$ cat src/rtl/dmem_ctrl.sv
// dmem_ctrl: data-memory controller between a core load/store port and a synchronous SRAM with WAIT_STATES extra cycles.
// Optional macro DMEM_CTRL_WBUF_EN adds a one-entry posted write buffer (WDRAIN state).
`default_nettype none

module dmem_ctrl #(
   parameter int WAIT_STATES = 2
) (
   input  logic        clk,
   input  logic        reset,
   input  logic [31:0] data_addr,
   input  logic [31:0] data_in,
   input  logic        mem_read,
   input  logic        mem_write,
   output logic [31:0] data_out,
   output logic        stall,
   output logic        err,
   output logic [29:0] sram_addr,
   output logic [31:0] sram_wdata,
   output logic        sram_ce,
   output logic        sram_we,
   input  logic [31:0] sram_rdata
);

   localparam logic [1:0] S_IDLE   = 2'd0;
   localparam logic [1:0] S_ACCESS = 2'd1;
   localparam logic [1:0] S_DONE   = 2'd2;
`ifdef DMEM_CTRL_WBUF_EN
   localparam logic [1:0] S_WDRAIN = 2'd3;
`endif
   localparam logic [3:0] C_WAIT   = 4'(WAIT_STATES);

   logic [1:0] r_state;
   logic [1:0] w_state_nxt;
   logic [3:0] r_cnt;
   logic       w_req;
   logic       w_valid;
   logic       w_post;

   assign w_req   = mem_read | mem_write;
   assign w_valid = (mem_read ^ mem_write) & (data_addr[1:0] == 2'b00);
`ifdef DMEM_CTRL_WBUF_EN
   assign w_post  = w_valid & mem_write;
`else
   assign w_post  = 1'b0;
`endif

   always_ff @(posedge clk or negedge reset) begin
      if (!reset) begin
         r_state <= S_IDLE;
      end else begin
         r_state <= w_state_nxt;
      end
   end

   always_comb begin
      w_state_nxt = r_state;
      case (r_state)
         S_IDLE: begin
            if (w_valid) begin
`ifdef DMEM_CTRL_WBUF_EN
               w_state_nxt = w_post ? S_WDRAIN : S_ACCESS;
`else
               w_state_nxt = S_ACCESS;
`endif
            end
         end
         S_ACCESS: begin
            if (r_cnt == 4'd0) begin
               w_state_nxt = S_DONE;
            end
         end
         S_DONE: begin
            w_state_nxt = S_IDLE;
         end
`ifdef DMEM_CTRL_WBUF_EN
         S_WDRAIN: begin
            if (r_cnt == 4'd0) begin
               w_state_nxt = S_IDLE;
            end
         end
`endif
         default: begin
            w_state_nxt = S_IDLE;
         end
      endcase
   end

   // stall/err are gated by reset so they drop in the same cycle reset asserts.
   always_comb begin
      stall = 1'b0;
      err   = 1'b0;
      if (reset) begin
         case (r_state)
            S_IDLE: begin
               stall = w_valid & ~w_post;
               err   = w_req & ~w_valid;
            end
            S_ACCESS: begin
               stall = 1'b1;
            end
`ifdef DMEM_CTRL_WBUF_EN
            S_WDRAIN: begin
               stall = w_req;
            end
`endif
            default: begin
               stall = 1'b0;
            end
         endcase
      end
   end

   always_ff @(posedge clk or negedge reset) begin
      if (!reset) begin
         r_cnt      <= 4'd0;
         data_out   <= 32'd0;
         sram_addr  <= 30'd0;
         sram_wdata <= 32'd0;
         sram_ce    <= 1'b0;
         sram_we    <= 1'b0;
      end else begin
         case (r_state)
            S_IDLE: begin
               if (w_valid) begin
                  sram_addr  <= data_addr[31:2];
                  sram_wdata <= data_in;
                  sram_we    <= mem_write;
                  sram_ce    <= 1'b1;
                  r_cnt      <= C_WAIT;
               end
            end
            S_ACCESS: begin
               if (r_cnt == 4'd0) begin
                  sram_ce <= 1'b0;
                  sram_we <= 1'b0;
                  if (!sram_we) begin
                     data_out <= sram_rdata;
                  end
               end else begin
                  r_cnt <= r_cnt - 4'd1;
               end
            end
`ifdef DMEM_CTRL_WBUF_EN
            S_WDRAIN: begin
               if (r_cnt == 4'd0) begin
                  sram_ce <= 1'b0;
                  sram_we <= 1'b0;
               end else begin
                  r_cnt <= r_cnt - 4'd1;
               end
            end
`endif
            default: begin
               sram_ce <= 1'b0;
            end
         endcase
      end
   end

endmodule

`default_nettype wire

$ cat config.mk
export PLATFORM = sky130hd
export DESIGN_NAME = dmem_ctrl
export DESIGN_NICKNAME = d
export VERILOG_FILES = /design/src/rtl/dmem_ctrl.sv
export SDC_FILE = /design/constraint.sdc
export NUM_CORES = 1
export LEC_CHECK = 0
export ABC_CLOCK_PERIOD_IN_PS = 2200
export BUFFER_PORTS_ARGS = -buffer_cell sky130_fd_sc_hd__buf_2
export CORE_UTILIZATION = 40
export CTS_CLUSTER_SIZE = 10
export DETAILED_ROUTE_END_ITERATION = 10
export HOLD_SLACK_MARGIN = 0.12
export PLACE_DENSITY = 0.71
export SYNTH_ARGS = -nofsm -noshare
export SYNTH_HDL_FRONTEND = slang
export SYNTH_SLANG_ARGS = --single-unit
$ cat constraint.sdc
create_clock -name clk -period 2.2 [get_ports clk]
set_clock_uncertainty 0.05 [all_clocks]
set_input_delay 0 -clock clk [delete_from_list [all_inputs] [get_ports clk]]
set_output_delay 0 -clock clk [all_outputs]
set_load 0.03 [all_outputs]
==> metrics.md, run 1 <==
| Metric | Value |
|---|---|
| Cell leakage power | `between 3 and 4 nW` |
| Clock Root Buffer | `clkbuf_8` |
| Pre-CTS setup slack | `roughly 0.022 ns` |
| Post-route core utilization | `66.6%` |
| FF+latch count, synth | `slightly above 100` |
| Critical path origin | `mem_write` |
| Layout cells sized above 1 | `57.3%` |
| Fin crit period | `approximately 2.1 ns` |
| Share of power burned in registers | `between 30% and 40%` |
| Initial Util | `41.9%` |
| Io pins | `198` |
| Final worst-path cycle share | `97.2%` |
| Setup_tns | `0 ns` |
| Antenna fix cells | `0` |
| Slowest cell on the critical path | `dlygate4sd3_1` |
| Peak VDD IR | `around 840 uV` |
| Clk Latency, worst-skew pair | `0.35 ns` |
| Clock sink count | `102` |
| Synth cell types | `31` |
| Layout fillers | `692` |
| Worst r2r src | `r_cnt[0]` |
| Yosys warning total | `0` |
| DRT Wirelength | `11200 microns` |
| P per Cell Area | `1450 mW/mm^2` |
| P&R area growth vs syn | `59.0%` |
| Worst-path clk slew | `0.09 ns` |
| Sw Share | `42.1%` |
| GPL Wtd Cong | `roughly 0.75` |
| 1st-iter DRT viols | `75` |
| Hold Path Class | `in -> async` |
| Largest net degree at the start of global routing | `65` |
| Vias in the first global route | `3579` |
| Critical path launch point type | `primary input` |
| IO Port Bufs | `197` |
| Global-route wire length before repair | `17700 microns` |
| Final setup viols | `0` |
| Crit path max-delay family | `buffers and inverters` |
| Core area | `a little under 0.01 sq mm` |
| Slew Limit Fails | `0` |
| Gate power share | `51.3%` |
| Initial antenna violation count | `0` |
| Die width | `104 microns` |
| Part of the Yosys area used for sequential elements | `approximately three fifths` |
| Register area | `0.00255 sq mm` |
| Largest family of logic cells by synthesized area | `multiplexers` |
| Worst Setup Path Type | `in -> reg` |
| TritonCTS clock tree | `yes` |
| Commonest non-fill, non-tap cells in the layout | `buf_2, dfrtp_1, dlygate4sd3_1` |
| Area of the die | `between 0.01 and 0.015 sq mm` |
| Hold Fails Final Rpt | `0` |
| 1st-pass router iterations | `4` |
| Crit path capture | `sram_wdata[0]` |
| Synthesized Nets | `354` |
| Layout Nets | `664` |
| Slew @ Worst Pin | `approximately 0.52 ns` |
| Clk pwr share | `14.3%` |
| Int Pwr | `5.55 mW` |
| Compound-Gate Fraction of Synth Area | `1.48%` |
| CTS buffer count | `9` |
| Post-Syn Area | `0.00415 sq mm` |
| FF-to-FF End | `data_out[9]` |
| Max_slew headroom | `65.1%` |
| Worst EP arrival | `approximately 2.3 ns` |
| CP Cell Sequence | `dlygate4sd3_1 > buf_2 > inv_1 > ha_1 > or3b_4 > nor3_4 > buf_4 > buf_6 > mux2_2` |
| Worst setup margin | `0.0610 ns` |
| Setup crit end kind | `flop` |
| Syn avg cell area | `16.5 sq um` |
| Status | `finished clean` |
| Final Total Pwr | `9.59 mW` |
| Switching pwr | `4.04 mW` |
| Routed WL per cell | `~16 microns` |
| Simple-gate share of the synthesized area | `under 10%` |
| Vias per Instance | `around 4.6` |
| Antenna Violating Nets Remaining | `0` |
| # rows | `36` |
| Worst Path Max Fanout | `16` |
| Placed insts | `576` |
| Clk buf depth | `2` |
| CP required | `2.39 ns` |
| Post-route DRC | `0` |
| Detail Placement HPWL | `6280 microns` |
| XOR/XNOR Fraction of Synth Area | `0%` |
| Setup slack, reg-to-reg | `0.11 ns` |
| Adder and majority cell fraction of the synthesized area | `0.904%` |
| Max frequency | `between 400 and 500 MHz` |
| WP depth | `9` |
| R2R depth | `6` |
| RSZ-0062 raised after global routing | `false` |
| DIE HEIGHT | `104 microns` |
| Grt ovf | `0` |
| Finished Layout Cells | `698` |
| Max incr delay on CP | `around 0.52 ns` |
| Global-route usage over all layers | `20.8%` |
| Most common cell after layout, fill and taps aside | `buf_2` |
| Proportion of synthesized area in mux cells | `28.9%` |
| # H-tree levels | `3` |
| Via count | `3240` |
| Multi-input combinational cell area | `between 0.001 and 0.0015 sq mm` |
| Max-cap violation count | `0` |
| Synthesized instance count | `251` |
| WP buf/inv | `5` |
Yosys cell counts:
cell,n,area [sq um]
or3b_2,1,8.76
or4b_1,1,10.0
or4_2,1,8.76
clkbuf_8,2,27.5
nor2_1,4,15.0
or4_1,1,7.51
buf_6,1,11.3
mux2_1,5,56.3
o21ai_0,3,15.0
or2b_2,1,8.76
buf_2,7,35.0
nor2b_1,1,6.26
ha_1,3,37.5
or3_1,2,12.5
nor3b_1,1,7.51
inv_1,7,26.3
nor3_4,1,16.3
mux2_2,59,664
mux2i_1,3,30.0
a211oi_1,1,7.51
o22ai_1,1,6.26
mux2_4,30,450
a221oi_1,1,8.76
nand2b_1,2,12.5
nor4_1,1,6.26
buf_12,3,60.1
a2bb2oi_1,1,8.76
a21oi_1,3,15.0
or3b_1,1,8.76
and2b_2,1,8.76
dfrtp_1,102,2550
worst min path at each step:
stage,start,endpoint,slack (ns),cells past startpoint
global placement,reset,sram_addr[26],-0.1,1
global route,reset,sram_addr[26],0.16,3
CTS,reset,sram_addr[26],0.13,3
floorplan,reset,data_out[0],-0.35,0
finish,reset,sram_addr[26],0.15,3
detailed placement,reset,sram_addr[26],-0.08,1
power groups by stage:
| stage | registers [mW] | logic, mW | clock network (mW) |
|---|---|---|---|
| floorplan | 5.09 | 1.54 | 0 |
| global placement | 3.28 | 4.54 | 0 |
| detailed placement | 3.30 | 4.64 | 0 |
| CTS | 3.28 | 4.86 | 1.42 |
| global route | 3.43 | 5.16 | 1.47 |
| finish | 3.30 | 4.92 | 1.37 |
logic make-up after synthesis:
| group | Yosys count |
|---|---|
| DFF | 102 |
| AOI/OAI and AO/OA | 10 |
| muxes | 97 |
| and+or+nand+nor | 19 |
| buffers and inverters | 20 |
| adders and majority gates | 3 |
metrics by stage:
| step | hold WS, ns | instance area (sq um) |
|---|---|---|
| 3_3_place_gp | -0.0966 | 5260 |
| 5_1_grt | 0.160 | 6600 |
| 3_5_place_dp | -0.0838 | 5260 |
| 4_1_cts | 0.135 | 6550 |
| 6_report | 0.154 | 6600 |
| 2_1_floorplan | -0.346 | 4150 |
registers in the layout, summed over array words and instances, names as in the netlist:
name	cells
sram_we	1
r_cnt	4
data_out	32
sram_addr	30
r_state	2
sram_wdata	32
sram_ce	1
routing by layer:
layer	vias up	wire length, microns	global-route usage [%]
met5	-	0	0
met4	0	333	8.78
met3	26	534	4.39
met2	123	5940	38.2
met1	1592	4380	23.3
li1	1499	-	-
cell type report:
class	count	area share, %
clock buffers	10	1.93
clock inverters	5	1.61
inverters	7	0.398
multi-input cells	129	21.9
repair buffers	312	32.9
flip-flops and latches	102	38.7
well taps	133	2.52
worst register-to-register path, cell delays in order, from the launching register on:
cell and delay, ns:
dfrtp_1 0.41, inv_2 0.08, ha_2 0.18, or3b_1 0.36, or3_4 0.39, buf_12 0.19
mux2_4 0.32
timing repair:
| item | CTS | global route |
|---|---|---|
| setup endpoints to repair | 1 | 72 |
| hold buffers | 100 | 0 |
| resized for setup | 3 | 5 |
| endpoints found under the hold margin | 201 | 0 |
| pin swaps | 0 | 1 |
| buffers inserted | 1 | 3 |
| gates cloned | 1 | 2 |
Note: power is estimated with default switching activity, not from simulation.
==> run 2: changes to the inputs <==
BUFFER_PORTS_ARGS = -buffer_cell sky130_fd_sc_hd__buf_4   (was -buffer_cell sky130_fd_sc_hd__buf_2)
==> metrics.md, run 2 (synthesis gave the netlist of run 1 again) <==
| Metric | Value |
|---|---|
| Status | `finished clean` |
| Via count | `about 3300` |
| Worst Setup Path Type | `in -> reg` |
| Worst Path Max Fanout | `32` |
| Initial Util | `41.9%` |
| Routed WL per cell | `roughly 17 microns` |
| Max_slew headroom | `between 60% and 70%` |
| Max-cap violation count | `0` |
| Slew @ Worst Pin | `0.541 ns` |
| Most common cell after layout, fill and taps aside | `buf_4` |
| CP required | `roughly 2.4 ns` |
| Post-DP Area | `between 0.005 and 0.006 sq mm` |
| Layout Nets | `660` |
| # rows | `36` |
| Area of the die | `0.0108 sq mm` |
| CTS buffer count | `9` |
| Clock sink count | `102` |
| Vias in the first global route | `3495` |
| Largest regs | `data_out: 32 flops, sram_wdata: 32 flops, sram_addr: 30 flops` |
| Critical path launch point type | `primary input` |
| # H-tree levels | `3` |
| Io pins | `between 150 and 200` |
| Worst EP arrival | `2.33 ns` |
| Clock Root Buffer | `clkbuf_8` |
| Antenna Violating Nets Remaining | `0` |
| Clk Latency, worst-skew pair | `0.36 ns` |
| Slew Limit Fails | `0` |
| 1st-iter DRT viols | `94` |
| Global-route wire length before repair | `approximately 18000 microns` |
| P&R area growth vs syn | `69.0%` |
| Antenna fix cells | `0` |
| Layout cells sized above 1 | `56.6%` |
| Post-route DRC | `0` |
| Sw Share | `41.3%` |
| Cell leakage power | `3.47 nW` |
| Commonest non-fill, non-tap cells in the layout | `buf_4, dfrtp_1, dlygate4sd3_1` |
| P per Cell Area | `1420 mW/mm^2` |
| Peak VDD IR | `778 uV` |
| TritonCTS clock tree | `yes` |
| Vias per Instance | `4.74` |
| Gate power share | `54.7%` |
| 1st-pass router iterations | `5` |
| GPL Wtd Cong | `0.763` |
| Final setup viols | `0` |
| Max frequency | `between 400 and 500 MHz` |
| Setup_tns | `0 ns` |
| Detail Placement HPWL | `between 6000 and 7000 microns` |
| Share of power burned in registers | `about 34%` |
| Largest net degree at the start of global routing | `103` |
| Clk pwr share | `11.6%` |
| RSZ-0062 raised after global routing | `false` |
| Switching pwr | `4.12 mW` |
| Final std cell area, no fill | `0.00702 sq mm` |
| CP Cell Sequence | `dlygate4sd3_1 > buf_4 > inv_1 > ha_1 > or3b_4 > nor3_4 > buf_6 > mux2_2` |
| IO Port Bufs | `~200` |
| Hold Fails Final Rpt | `0` |
| Initial antenna violation count | `0` |
| Die width | `just over 100 microns` |
| Clk buf depth | `2` |
| Grt ovf | `0` |
| Int Pwr | `~6 mW` |
| Slowest cell on the critical path | `dlygate4sd3_1` |
| Core area | `between 0.009 and 0.01 sq mm` |
| Fin crit period | `around 2.1 ns` |
| Global-route usage over all layers | `a little over a fifth` |
| Final worst-path cycle share | `96.8%` |
| Worst-path clk slew | `0.09 ns` |
| DRT Wirelength | `11700 microns` |
| DIE HEIGHT | `104 microns` |
| Hold Path Class | `in -> async` |
| Setup crit end kind | `flop` |
| Max incr delay on CP | `0.52 ns` |
[run 2: worst paths after layout]
| path | startpoint | end | slack, ns | depth (start not counted) |
|---|---|---|---|---|
| worst max-delay path | mem_write | sram_addr[16] | 0.07 | 8 |
| worst min-delay path | reset | r_cnt[2] | 0.27 | 3 |
| worst max register to register | r_cnt[1] | data_out[30] | 0.09 | 6 |
| worst min register to register | sram_addr[18] | sram_addr[18] | 0.45 | 1 |
| max in group asynchronous | reset | sram_addr[10] | 1.41 | 3 |
| min in group clk | data_addr[17] | sram_addr[15] | 0.34 | 3 |
[run 2: stage by stage]
step / utilization, % / instances / total power [mW] / hold WS [ns] / setup WS, ns
after floorplan: - / 251 / 6.63 / -0.346 / 0.0315
after global placement: 58.1 / 575 / 8.46 / 0.134 / 0.0873
after detailed placement: 58.1 / 575 / 8.60 / 0.137 / 0.00986
after CTS: 70.0 / 690 / 9.93 / 0.278 / 0.00809
after global routing: 70.8 / 695 / 10.5 / 0.311 / 0.0155
final: 70.8 / 695 / 9.99 / 0.274 / 0.0708
[run 2: repair_timing]
| action | CTS | global route |
|---|---|---|
| resized for setup | 0 | 4 |
| buffers inserted | 0 | 2 |
| setup endpoints to repair | 0 | 69 |
| endpoints found under the hold margin | 200 | 0 |
| hold buffers | 99 | 0 |
[run 2: power groups by stage]
stage | registers [mW] | clock network (mW) | logic [mW]
global route | 3.48 | 1.30 | 5.69
finish | 3.37 | 1.16 | 5.46
detailed placement | 3.36 | 0 | 5.24
floorplan | 5.09 | 0 | 1.54
CTS | 3.34 | 1.21 | 5.38
global placement | 3.34 | 0 | 5.13
[run 2: routing by layer]
metal,global-route usage [%],share of wire [%],vias to the layer above,routed length (microns)
li1,-,-,1497,-
met1,24.1,38,1637,4500
met2,38.0,53,138,6220
met3,6.08,5.6,24,662
met4,8.78,3.0,0,349
met5,0,0,-,0
[run 2: critical path, delay by kind of cell]
family,cells,cell delay (ns)
adders and majority gates,1,0.27
buffers and inverters,4,1.01
muxes,1,0.38
and+or+nand+nor,2,0.66
[run 2: final cells by class]
class                   instances  area (sq um)
flip-flops and latches        102          2550
clock buffers                  13           149
well taps                     133           166
clock inverters                 3          43.8
multi-input cells             129          1450
repair buffers                308          2630
inverters                       7          26.3
fillers                       675          2890
==> run 3: changes to the inputs <==
ABC_AREA = 1   (was unset)
==> metrics.md, run 3 <==
| Metric | Value |
|---|---|
| Worst Setup Path Type | `in -> out` |
| Post-CTS setup buffer count | `0` |
| Clock Root Buffer | `clkbuf_8` |
| 1st-iter DRT viols | `roughly 300` |
| IO Port Bufs | `197` |
| Most common cell after layout, fill and taps aside | `nand2_1` |
| Global-route usage over all layers | `approximately 23%` |
| Asr flop ratio synth | `100%` |
| Io pins | `198` |
| Most instantiated library cell after synthesis | `nand2_1` |
| CP Cell Sequence | `dlygate4sd3_1 > buf_4 > inv_1 > ha_1 > nand3_2 > buf_4 > a21oi_1 > buf_4` |
| Synthesized Nets | `560` |
| Ys flop type | `dfrtp_1` |
| Part of the Yosys area used for sequential elements | `61.6%` |
| Clock sink count | `102` |
| DIE HEIGHT | `~100 microns` |
| Slowest cell on the critical path | `dlygate4sd3_1` |
| Switching pwr | `about 4.5 mW` |
| Placed insts | `771` |
| Antenna Violating Nets Remaining | `0` |
| Post-Syn Area | `between 0.004 and 0.005 sq mm` |
| Cell leakage power | `3.75 nW` |
| Detail Placement HPWL | `7450 microns` |
| GPL Wtd Cong | `about 0.76` |
| 1st-pass router iterations | `4` |
| Routed WL per cell | `13.7 microns` |
| CP required | `2.15 ns` |
| Largest cells by area after synthesis | `dfrtp_1, nand2_1, buf_6` |
| Max frequency | `495 MHz` |
| Via count | `4140` |
| Worst EP arrival | `1.97 ns` |
| EDFF count, synth | `0` |
| Fin crit period | `around 2 ns` |
| Synth cell types | `23` |
| Vias in the first global route | `4270` |
| P&R area growth vs syn | `65.1%` |
| Grt ovf | `0` |
| Hold Fails Final Rpt | `0` |
| P per Cell Area | `1420 mW/mm^2` |
| Antenna fix cells | `0` |
| Status | `finished clean` |
| Largest net degree at the start of global routing | `103` |
| Area of the die | `0.0108 sq mm` |
| Initial Util | `between 40% and 50%` |
| Largest area contributor in the netlist | `dfrtp_1` |
| Initial antenna violation count | `0` |
| Max_slew headroom | `55.2%` |
| # rows | `36` |
| Post-route DRC | `0` |
| TritonCTS clock tree | `yes` |
| Clk pwr share | `about an eighth` |
| Final setup viols | `0` |
| Finished Layout Cells | `883` |
| Share of power burned in registers | `34.5%` |
| Critical path launch point type | `primary input` |
| Yosys warning total | `0` |
| DRT Wirelength | `12100 microns` |
| Max incr delay on CP | `around 0.54 ns` |
| Layout Nets | `848` |
| Layout cells sized above 1 | `between 30 and 40%` |
| Post-cts sizing count | `0` |
| Hold Path Class | `in -> reg` |
| Int Pwr | `5.23 mW` |
| Peak VDD IR | `~840 uV` |
| Vias per Instance | `roughly 4.7` |
| Sw Share | `46.2%` |
| Largest regs | `data_out: 32 flops, sram_wdata: 32 flops, sram_addr: 30 flops` |
| Slew Limit Fails | `0` |
| Global-route wire length before repair | `approximately 20000 microns` |
| RSZ-0062 raised after global routing | `false` |
| Die width | `between 100 and 150 microns` |
| Max-cap violation count | `0` |
| Final worst-path cycle share | `91.9%` |
| Gate power share | `a little over half` |
| Top cells by count, synth | `nand2_1, dfrtp_1, nand3_1` |
| Slew @ Worst Pin | `between 0.6 and 0.7 ns` |
| FF+latch count, synth | `102` |
| Worst Path Max Fanout | `67` |
| Clk Latency, worst-skew pair | `0.35 ns` |
| Setup_tns | `0 ns` |
| Worst-path clk slew | `roughly 0.11 ns` |
| Setup crit end kind | `output pin` |
| Core area | `~0.0099 sq mm` |
| Syn avg cell area | `9.07 sq um` |
| Clk buf depth | `2` |
| Layout fillers | `727` |
| Synthesized instance count | `~460` |
| # H-tree levels | `3` |
| CTS buffer count | `9` |
| Post-synth top area share | `61.6%` |
| Commonest non-fill, non-tap cells in the layout | `nand2_1, buf_4, dfrtp_1` |
| Most used cell, CP | `buf_4` |
run 3: cell count changes after synthesis, sizes merged, moves of 3 or more:
cell / previous run / this run
mux2: 94 / 0
inv: 7 / 12
nor2: 4 / 10
nand2: 0 / 265
mux2i: 3 / 0
nand3: 0 / 36
buf: 11 / 18
run 3: layout make-up:
| cell class | instances | area, sq um | share of cell area [%] |
|---|---|---|---|
| clock buffer | 10 | 138 | 2.01 |
| clock inverter | 6 | 76.3 | 1.12 |
| inverter | 12 | 45.0 | 0.659 |
| multi-input combinational | 321 | 1340 | 19.6 |
| sequential | 102 | 2550 | 37.3 |
| tap | 133 | 166 | 2.43 |
| timing repair buffer | 299 | 2520 | 36.9 |
run 3: cell families (layout without fill, tap and decap cells):
| group | Yosys count | after routing | share of synthesized area [%] |
|---|---|---|---|
| flops | 102 | 102 | 61.6 |
| simple gates | 313 | 313 | 30.7 |
| buf+inv | 34 | 327 | 6.10 |
| compound gates | 4 | 4 | 0.513 |
| fa+ha+maj | 3 | 3 | 0.906 |
| xor+xnor | 1 | 1 | 0.211 |
run 3: repair_timing:
action / in CTS / in global routing
hold buffers: 96 / 0
endpoints found under the setup margin: 0 / 0
endpoints found under the hold margin: 197 / 0
run 3: through the flow:
stage / area (sq um) / power (mW) / utilization (%) / worst slack [ns] / hold WS (ns)
after CTS: 6840 / 9.73 / 69.0 / 0.157 / 0.125
final: 6840 / 9.72 / 69.0 / 0.178 / 0.131
after global routing: 6840 / 10.3 / 69.0 / 0.0241 / 0.161
after floorplan: 4140 / 6.36 / - / 0.797 / -0.346
after detailed placement: 5660 / 8.34 / 57.1 / 0.429 / 0.0841
after global placement: 5660 / 8.24 / 57.1 / 0.502 / 0.0872
run 3: power by group through the flow:
| stage | registers, mW | clock network [mW] | logic, mW |
|---|---|---|---|
| 2_1_floorplan | 5.07 | 0 | 1.29 |
| 3_3_place_gp | 3.35 | 0 | 4.89 |
| 3_5_place_dp | 3.36 | 0 | 4.97 |
| 4_1_cts | 3.34 | 1.28 | 5.11 |
| 5_1_grt | 3.47 | 1.35 | 5.49 |
| 6_report | 3.36 | 1.24 | 5.12 |
run 3: per-layer routing:
metal | up-vias | track usage [%] | part of all wire, %
met1 | 1927 | 30.6 | 43
met3 | 35 | 4.59 | 7.2
met5 | - | 0 | 0
li1 | 1972 | - | -
met2 | 206 | 37.3 | 46
met4 | 0 | 10.0 | 3.2
run 3: worst paths after layout:
kind | start | end | slack [ns] | depth (start not counted)
max in group asynchronous | reset | sram_addr[27] | 1.45 | 3
max | mem_write | stall | 0.18 | 8
min reg2reg | data_out[22] | data_out[22] | 0.43 | 2
min in group asynchronous | reset | data_out[6] | 0.24 | 3
min | data_addr[0] | sram_wdata[25] | 0.13 | 6
max reg2reg | r_state[1] | r_cnt[1] | 0.45 | 6
run 3: worst max-delay path: cells and delay by family:
family | cells | cell delay, ns
buffers and inverters | 5 | 1.47
adders and majority gates | 1 | 0.25
AOI/OAI and AO/OA | 1 | 0.14
and+or+nand+nor | 1 | 0.10
